### config.mk
export PLATFORM = sky130hd
export DESIGN_NAME = engine_sequencer_flat
export DESIGN_NICKNAME = d
export VERILOG_FILES = /design/src/rtl/engine_sequencer_if.sv /design/src/rtl/engine_sequencer.sv /design/src/flat_wrapper.sv
export SDC_FILE = /design/constraint.sdc
export NUM_CORES = 1
export LEC_CHECK = 0
export ABC_AREA = 0
export ABC_CLOCK_PERIOD_IN_PS = 6900
export CAP_MARGIN = 20
export CORE_MARGIN = 2
export CORE_UTILIZATION = 50
export CTS_CLUSTER_DIAMETER = 40
export DETAILED_ROUTE_END_ITERATION = 12
export PLACE_DENSITY = 0.83
export SETUP_SLACK_MARGIN = 0.3
export SLEW_MARGIN = 0
export SYNTH_ARGS = -nofsm -noshare
export SYNTH_HDL_FRONTEND = slang
export SYNTH_SLANG_ARGS = --single-unit
export TNS_END_PERCENT = 30
### constraint.sdc
create_clock -name clk -period 6.9 [get_ports clk]
set_clock_uncertainty 0.2 [all_clocks]
set_input_delay 1.38 -clock clk [delete_from_list [all_inputs] [get_ports clk]]
set_output_delay 1.38 -clock clk [all_outputs]
set_load 0.05 [all_outputs]
### src/rtl/engine_sequencer_if.sv
// Request/response handshake between a requester and the engine sequencer.
// The requester drives the master side; the sequencer exposes the slave side.
interface engine_sequencer_if;
    logic       req_valid;
    logic       req_ready;
    logic [2:0] req_mask;
    logic       resp_valid;
    logic       resp_ready;
    logic [3:0] resp_status;

    modport master (
        output req_valid,
        output req_mask,
        output resp_ready,
        input  req_ready,
        input  resp_valid,
        input  resp_status
    );

    modport slave (
        input  req_valid,
        input  req_mask,
        input  resp_ready,
        output req_ready,
        output resp_valid,
        output resp_status
    );
endinterface

### src/rtl/engine_sequencer.sv
// Launches the engines selected by a request mask one at a time in priority order 1,2,3.
// Each engine is guarded by a watchdog; a single status word reports timeouts and abort.
module engine_sequencer #(
    parameter int TIMEOUT = 1024
) (
    input  logic                clk,
    input  logic                rst_n,
    engine_sequencer_if.slave   req_if,
    input  logic                abort,
    output logic                start1,
    output logic                start2,
    output logic                start3,
    input  logic                done1,
    input  logic                done2,
    input  logic                done3,
    output logic                busy,
    output logic [1:0]          cur_engine
);

    localparam int TW = $clog2(TIMEOUT + 1);
    localparam logic [TW-1:0] TIMER_LAST = TW'(TIMEOUT - 1);
    localparam logic [TW-1:0] TIMER_ONE  = TW'(1);

    typedef enum logic [1:0] {
        ST_IDLE   = 2'd0,
        ST_LAUNCH = 2'd1,
        ST_WAIT   = 2'd2,
        ST_REPORT = 2'd3
    } state_e;

    // Engine number (1..3) of the highest-priority selected engine; 0 when none.
    function automatic logic [1:0] lowest_engine(input logic [2:0] mask);
        logic [1:0] eng;
        if (mask[0]) begin
            eng = 2'd1;
        end else if (mask[1]) begin
            eng = 2'd2;
        end else if (mask[2]) begin
            eng = 2'd3;
        end else begin
            eng = 2'd0;
        end
        return eng;
    endfunction

    function automatic logic [2:0] engine_bit(input logic [1:0] eng);
        logic [2:0] onehot;
        case (eng)
            2'd1:    onehot = 3'b001;
            2'd2:    onehot = 3'b010;
            2'd3:    onehot = 3'b100;
            default: onehot = 3'b000;
        endcase
        return onehot;
    endfunction

    state_e        state_q, state_d;
    logic [2:0]    pending_q, pending_d;
    logic [1:0]    active_q, active_d;
    logic [TW-1:0] timer_q, timer_d;
    logic [3:0]    status_q, status_d;

    logic          req_ready_q, req_ready_d;
    logic          busy_q, busy_d;
    logic [2:0]    start_q, start_d;
    logic [1:0]    cur_engine_q, cur_engine_d;
    logic          resp_valid_q, resp_valid_d;
    logic [3:0]    resp_status_q, resp_status_d;

    logic          accept_s;
    logic          done_sel_s;
    state_e        after_engine_s;

    assign accept_s       = (state_q == ST_IDLE) && req_if.req_valid && req_ready_q;
    assign after_engine_s = (pending_q != 3'b000) ? ST_LAUNCH : ST_REPORT;

    // Only the active engine's done line is observed.
    always_comb begin
        case (active_q)
            2'd1:    done_sel_s = done1;
            2'd2:    done_sel_s = done2;
            2'd3:    done_sel_s = done3;
            default: done_sel_s = 1'b0;
        endcase
    end

    // Next-state and datapath register updates.
    always_comb begin
        state_d   = state_q;
        pending_d = pending_q;
        timer_d   = timer_q;
        status_d  = status_q;
        case (state_q)
            ST_IDLE: begin
                if (accept_s) begin
                    pending_d = req_if.req_mask;
                    status_d  = 4'b0000;
                    state_d   = (req_if.req_mask == 3'b000) ? ST_REPORT : ST_LAUNCH;
                end else begin
                    state_d = ST_IDLE;
                end
            end
            ST_LAUNCH: begin
                pending_d = pending_q & ~engine_bit(active_q);
                timer_d   = {TW{1'b0}};
                if (abort) begin
                    status_d[3] = 1'b1;
                    pending_d   = 3'b000;
                    state_d     = ST_REPORT;
                end else begin
                    state_d = ST_WAIT;
                end
            end
            ST_WAIT: begin
                timer_d = timer_q + TIMER_ONE;
                // Abort beats done, and done beats an expiring watchdog.
                if (abort) begin
                    status_d[3] = 1'b1;
                    pending_d   = 3'b000;
                    state_d     = ST_REPORT;
                end else if (done_sel_s) begin
                    state_d = after_engine_s;
                end else if (timer_q == TIMER_LAST) begin
                    status_d = status_q | {1'b0, engine_bit(active_q)};
                    state_d  = after_engine_s;
                end else begin
                    state_d = ST_WAIT;
                end
            end
            ST_REPORT: begin
                if (resp_valid_q && req_if.resp_ready) begin
                    state_d = ST_IDLE;
                end else begin
                    state_d = ST_REPORT;
                end
            end
            default: begin
                state_d = ST_IDLE;
            end
        endcase

        if (state_d == ST_LAUNCH) begin
            active_d = lowest_engine(pending_d);
        end else begin
            active_d = active_q;
        end
    end

    // State and datapath registers.
    always_ff @(posedge clk or negedge rst_n) begin
        if (!rst_n) begin
            state_q   <= ST_IDLE;
            pending_q <= 3'b000;
            active_q  <= 2'd0;
            timer_q   <= {TW{1'b0}};
            status_q  <= 4'b0000;
        end else begin
            state_q   <= state_d;
            pending_q <= pending_d;
            active_q  <= active_d;
            timer_q   <= timer_d;
            status_q  <= status_d;
        end
    end

    // Output decode from the upcoming state so every output comes straight from a flop.
    always_comb begin
        req_ready_d  = (state_d == ST_IDLE);
        busy_d       = (state_d != ST_IDLE);
        resp_valid_d = (state_d == ST_REPORT);
        if (state_d == ST_LAUNCH) begin
            start_d = engine_bit(active_d);
        end else begin
            start_d = 3'b000;
        end
        if ((state_d == ST_LAUNCH) || (state_d == ST_WAIT)) begin
            cur_engine_d = active_d;
        end else begin
            cur_engine_d = 2'd0;
        end
        if (state_d == ST_REPORT) begin
            resp_status_d = status_d;
        end else begin
            resp_status_d = 4'b0000;
        end
    end

    // Output registers; all clear on reset, so req_ready rises only after release.
    always_ff @(posedge clk or negedge rst_n) begin
        if (!rst_n) begin
            req_ready_q   <= 1'b0;
            busy_q        <= 1'b0;
            start_q       <= 3'b000;
            cur_engine_q  <= 2'd0;
            resp_valid_q  <= 1'b0;
            resp_status_q <= 4'b0000;
        end else begin
            req_ready_q   <= req_ready_d;
            busy_q        <= busy_d;
            start_q       <= start_d;
            cur_engine_q  <= cur_engine_d;
            resp_valid_q  <= resp_valid_d;
            resp_status_q <= resp_status_d;
        end
    end

    assign req_if.req_ready   = req_ready_q;
    assign req_if.resp_valid  = resp_valid_q;
    assign req_if.resp_status = resp_status_q;
    assign start1             = start_q[0];
    assign start2             = start_q[1];
    assign start3             = start_q[2];
    assign busy               = busy_q;
    assign cur_engine         = cur_engine_q;

endmodule

### src/flat_wrapper.sv
// flat-port wrapper written by rule: the top's interface ports become plain ports
module engine_sequencer_flat 
#(
    parameter int TIMEOUT = 1024
)
  (clk, rst_n, abort, start1, start2, start3, done1, done2, done3, busy, cur_engine, req_if_req_valid, req_if_req_mask, req_if_resp_ready, req_if_req_ready, req_if_resp_valid, req_if_resp_status);
  engine_sequencer_if req_if_i ();
  input  logic clk;
  input  logic rst_n;
  input  logic abort;
  output logic start1;
  output logic start2;
  output logic start3;
  input  logic done1;
  input  logic done2;
  input  logic done3;
  output logic busy;
  output logic [1:0] cur_engine;
  input wire logic [$bits(req_if_i.req_valid)-1:0] req_if_req_valid;
  input wire logic [$bits(req_if_i.req_mask)-1:0] req_if_req_mask;
  input wire logic [$bits(req_if_i.resp_ready)-1:0] req_if_resp_ready;
  output wire logic [$bits(req_if_i.req_ready)-1:0] req_if_req_ready;
  output wire logic [$bits(req_if_i.resp_valid)-1:0] req_if_resp_valid;
  output wire logic [$bits(req_if_i.resp_status)-1:0] req_if_resp_status;
  assign req_if_i.req_valid = req_if_req_valid;
  assign req_if_i.req_mask = req_if_req_mask;
  assign req_if_i.resp_ready = req_if_resp_ready;
  assign req_if_req_ready = req_if_i.req_ready;
  assign req_if_resp_valid = req_if_i.resp_valid;
  assign req_if_resp_status = req_if_i.resp_status;
  engine_sequencer #(.TIMEOUT(TIMEOUT)) u_core (.clk(clk), .rst_n(rst_n), .req_if(req_if_i), .abort(abort), .start1(start1), .start2(start2), .start3(start3), .done1(done1), .done2(done2), .done3(done3), .busy(busy), .cur_engine(cur_engine));
endmodule
Word-level counts from Yosys, hierarchy flattened
Index checks and enable logic that the tools add are counted.
{"block": "totals", "ff_bits": 34, "input_bits": 11, "output_inout_bits": 12, "elab_cells": 75}
{"block": "op_classes", "n_addsub": 1, "n_eq_ne": 13, "mux": 37, "bitwise": 3, "reduce_logical": 10}
{"operator": "3-bit two-way mux", "count": 10}
{"operator": "3-bit one-hot mux with 3 select lines", "count": 3}
{"operator": "2-bit two-way mux", "count": 12}
{"operator": "11-bit one-hot mux with 2 select lines", "count": 1}
{"operator": "2-bit == test (second input constant)", "count": 8}
{"operator": "4-bit two-way mux", "count": 4}
{"operator": "11-bit by 1-bit adder with 11-bit output (second input constant)", "count": 1}
{"operator": "11-bit by 10-bit == test with 1-bit output (second input constant)", "count": 1}
{"operator": "2-bit by 1-bit == test with 1-bit output (second input constant)", "count": 4}
{"operator": "2-bit one-hot mux with 4 select lines", "count": 1}
{"operator": "1-bit one-hot mux with 3 select lines", "count": 2}
{"operator": "3-bit one-hot mux with 2 select lines", "count": 1}
{"operator": "2-bit zero test", "count": 2}
{"operator": "4-bit by 3-bit OR with 4-bit output", "count": 1}
{"operator": "2-bit nonzero test", "count": 2}
{"operator": "3-bit AND", "count": 1}
{"operator": "1-bit logical AND", "count": 3}
{"operator": "3-bit zero test", "count": 1}
{"operator": "1-bit two-way mux", "count": 3}
{"operator": "3-bit inverter", "count": 1}
{"operator": "3-bit nonzero test", "count": 1}
{"operator": "1-bit logical OR", "count": 1}

Logic depth before layout (Yosys ltp)
{"block": "logic_depth", "depth_word": 14, "mapped_depth": 10, "depth_no_buf": 9}

Worst setup path after synthesis
OpenSTA, ideal clock, no wires.
{"block": "synth_path", "path_type": "input -> register", "from": "in done3", "to": "reg u_core.cur_engine_q[1], in the netlist u_core.cur_engine[1]", "setup_time_ns": 0.122, "t_arrival_ns": 2.901, "required_ns": 6.578, "slack_ns": 3.678, "cell_stages": 9, "n_path_buf": 1, "cell_sequence": "mux2i_1 -> a21oi_1 -> or2_2 -> o21ai_0 -> a22oi_1 -> ha_1 -> buf_1 -> and2_1 -> a32o_1"}
{"block": "synth_between", "elab_chain_len": 7, "word_cells_on_any_way": 9, "classes_between": "eq/ne: 2; mux: 6; reduce/logical: 1"}
{"item": "start: declaration", "line_no": "flat_wrapper.sv:16", "text": "input logic done3;"}
{"item": "1-bit one-hot mux with 3 select lines *", "line_no": "engine_sequencer.sv:79", "text": "case (active_q)"}
{"item": "2-bit two-way mux *", "line_no": "engine_sequencer.sv:121", "text": "end else if (done_sel_s) begin"}
{"item": "2-bit two-way mux *", "line_no": "engine_sequencer.sv:117", "text": "if (abort) begin"}
{"item": "2-bit one-hot mux with 4 select lines *", "line_no": "engine_sequencer.sv:93", "text": "case (state_q)"}
{"item": "via u_core.state_d[0]", "line_no": "engine_sequencer.sv:57", "text": "state_e state_q, state_d;"}
{"item": "2-bit by 1-bit == test with 1-bit output or 2-bit == test (tied branches)", "line_no": "engine_sequencer.sv:142, engine_sequencer.sv:176"}
{"item": "2-bit two-way mux or 1-bit logical OR (tied branches)", "line_no": "engine_sequencer.sv:142, engine_sequencer.sv:176"}
{"item": "2-bit two-way mux *", "line_no": "engine_sequencer.sv:176", "text": "if ((state_d == ST_LAUNCH) || (state_d == ST_WAIT)) begin"}
{"item": "via u_core.cur_engine_d[1]", "line_no": "engine_sequencer.sv:66", "text": "logic [1:0] cur_engine_q, cur_engine_d;"}
{"item": "end signal: assignment", "line_no": "engine_sequencer.sv:201", "text": "cur_engine_q <= cur_engine_d;"}
{"item": "end: declaration", "line_no": "engine_sequencer.sv:66"}
The timed path passes the listed nets; every way through them passes the cells marked *.
A chain may end at the register's enable or synchronous reset.

Final worst setup path
Same ends and word-level chain as after synthesis.

==> flow_metrics.env <==
export IMPL_run_status="finished, final reports clean"
export IMPL_boundaryPins=23
export IMPL_cts_tree="yes"
export IMPL_grt_pass1_vias=1378
export IMPL_tightest_slew_ns=0.557
export IMPL_start_util=0.519
export IMPL_p_leak_nw=0.917
export IMPL_hold_viol=0
export IMPL_insertion_delay_ns=0.33
export IMPL_worstPathMaxFanout=9
export IMPL_reg2reg_to="u_core.cur_engine[1]"
export IMPL_rsz0062_at_grt="no"
export IMPL_rrSetupSlack_ns=3.97
export IMPL_reg2reg_from="u_core.timer_q[0]"
export IMPL_dr_pass1_iters=5
export IMPL_syn_inst=170
export IMPL_r2r_cells=9
export IMPL_htreeDepth=2
export IMPL_core_sq_um=3340
export IMPL_min_path_cells=1
export IMPL_setup_tns_ns=0
export IMPL_die_x_um=62.8
export IMPL_initialDrtViolationCount=88
export IMPL_hold_class="register to register"
export IMPL_clock_sinks=34
export IMPL_wl_met3_um=178
export IMPL_die_h_um=62.8
export IMPL_dr_wl_met2_um=1800
export IMPL_grt_use_total=0.193
export IMPL_post_route_period_util=0.508
export IMPL_grt_pass1_wl_um=6020
export IMPL_dieArea_sq_um=3950
export IMPL_top_layer_used="met4"
export IMPL_cts_max_path_buffers=2
export IMPL_synth_fp_nets=190
export IMPL_avgSynthCellArea_sq_um=10.2
export IMPL_gp_congestion=0.844
export IMPL_antenna_found_initial=0
export IMPL_cts_buffers=5
export IMPL_fill_cells=280
export IMPL_netlist_area_leader_share=0.492
export IMPL_yosysSeqAreaShare=0.492
export IMPL_nets=217
export IMPL_grt_max_degree=35
export IMPL_worstSetupPathType="input port to register"
export IMPL_synth_top_cell_by_area="dfrtp_1"
export IMPL_ys_flop_type="dfrtp_1"
export IMPL_drc_errors=0
export IMPL_hp_start="u_core.timer_q[6]"
export IMPL_drive_gt1_frac=0.106
export IMPL_relSlewSlack=0.628
export IMPL_drt_wl_total_um=3550
export IMPL_syn_area_sq_um=1730
export IMPL_vdd_ir_drop_max_mv=0.239
export IMPL_wl_per_cell_um=14.6
export IMPL_cts_hold_buf=0
export IMPL_ys_seq_elements=34
export IMPL_ctsResizeCount=0
export IMPL_viasPerCell=5.53
export IMPL_rows=21
export IMPL_power_density_nw_per_um2=403
export IMPL_grt_overflow_total=0
export IMPL_setup_violations=0
export IMPL_placedCellCount=236
export IMPL_finalMaxSlewViolations=0
export IMPL_yosys_top_cells_count="dfrtp_1, nand2_1, o21ai_0"
export IMPL_arrival_ns=3.53
export IMPL_postCtsSetupBuffers=0
export IMPL_maxCapViolations=0
export IMPL_layout_min_cycle_time_ns=3.51
export IMPL_required_ns=6.92
export IMPL_startpoint_type="input port"
export IMPL_synth_area_top_cells="dfrtp_1, ha_1, nand2_1, o21ai_0, a21oi_1"
export IMPL_cp_end_kind="register"
export IMPL_fin_cells=244
export IMPL_area_growth_pct=19.3
export IMPL_synth_cell_types=46
export IMPL_synth_most_common_cell="dfrtp_1"
export IMPL_cts_root_buf="clkbuf_4"
export IMPL_vias=1349
export IMPL_clk_pin_slew_ns=0.10
export IMPL_diodes=0
export IMPL_async_reset_ff_frac=1.00
export IMPL_worstHoldEndpoint="u_core.timer_q[6]"
export IMPL_max_freq_mhz=285
export IMPL_synth_edf_count=0
export IMPL_antenna_left=0
export IMPL_numPortBuffers=22
export IMPL_wl_met1_um=1500
export IMPL_yosysWarnings=0
export IMPL_dp_hpwl_um=2570
## through the flow
stage / hold WS, ns / total power (W) / setup slack, ns / area, sq um / util
global route: 0.366 / 0.000893 / 3.24 / 2060 / 0.619
detailed placement: 0.305 / 0.000721 / 3.06 / 2000 / 0.601
floorplan: 0.253 / 0.000600 / 3.68 / 1730 / -
global placement: 0.277 / 0.000703 / 3.16 / 2000 / 0.601
CTS: 0.334 / 0.000833 / 3.42 / 2060 / 0.619
finish: 0.331 / 0.000833 / 3.39 / 2060 / 0.619
## cells in the final DEF (no fill, tap or decap), types with 3 or more instances in the layout
master	netlist	layout
clkdlybuf4s50_1	0	22
clkbuf_4	0	5
nand2_1	19	19
ha_1	9	9
nand3_1	8	8
o31ai_2	3	3
o21ai_0	12	12
and2_1	6	6
a21oi_1	10	10
nand2b_1	5	5
inv_1	9	9
nor2b_1	4	4
dfrtp_1	34	34
nor2_1	8	8
o41ai_1	3	3
## how the worst max path moves through the flow
stage / from / end / slack (ns)
finish: done3 / u_core.cur_engine[1] / 3.39
global route: req_if_req_valid / u_core.cur_engine[1] / 3.24
CTS: done3 / u_core.cur_engine[1] / 3.42
detailed placement: done3 / u_core.cur_engine[1] / 3.06
global placement: done3 / u_core.cur_engine[1] / 3.16
floorplan: done3 / u_core.cur_engine[1] / 3.68
## power by group
part / total [W] / internal, W / switching, W
Clock: 0.000113 / 0.0000494 / 0.0000635
Sequential: 0.000280 / 0.000245 / 0.0000351
Combinational: 0.000440 / 0.000161 / 0.000279
Total: 0.000833 / 0.000456 / 0.000377
## metal layers
layer	track usage	up-vias
li1	-	651
met1	0.226	646
met2	0.343	43
met3	0.0414	9
met4	0.0806	0
met5	0	-
## sequential cells by signal, summed over array words and instances, names as in the netlist
signal	cells
u_core.timer_q	11
u_core.active_q	2
u_core.start_q	3
u_core.req_if.resp_valid	1
u_core.req_if.req_ready	1
u_core.req_if.resp_status	4
u_core.status_q	4
u_core.busy	1
u_core.cur_engine	2
u_core.state_q	2
u_core.pending_q	3
## worst max-delay path, stage by stage
cell and delay (ns):
clkdlybuf4s50_1 0.44, mux2i_1 0.15, a21oi_1 0.08, or2_2 0.29, o21ai_0 0.25, a22oi_1 0.19
ha_1 0.33, and2_1 0.18, a32o_1 0.26
## area by class of cell
type | count | area, sq um | area share
sequential | 34 | 851 | 0.412
multi-input combinational | 124 | 835 | 0.404
timing repair buffer | 23 | 228 | 0.110
tap | 46 | 57.6 | 0.0279
clock buffer | 7 | 55.1 | 0.0267
inverter | 9 | 33.8 | 0.0164
clock inverter | 1 | 5.00 | 0.00242
## kinds of logic (layout without fill, tap and decap cells)
| kind of cell | Yosys count | after routing | share of synthesized area |
|---|---|---|---|
| simple gates | 65 | 65 | 0.204 |
| flops | 34 | 34 | 0.492 |
| mux | 2 | 2 | 0.0116 |
| buf+inv | 12 | 40 | 0.0260 |
| fa+ha+maj | 9 | 9 | 0.0651 |
| xor+xnor | 4 | 4 | 0.0202 |
| compound gates | 44 | 44 | 0.182 |
Note: power is estimated with default switching activity, not from simulation.
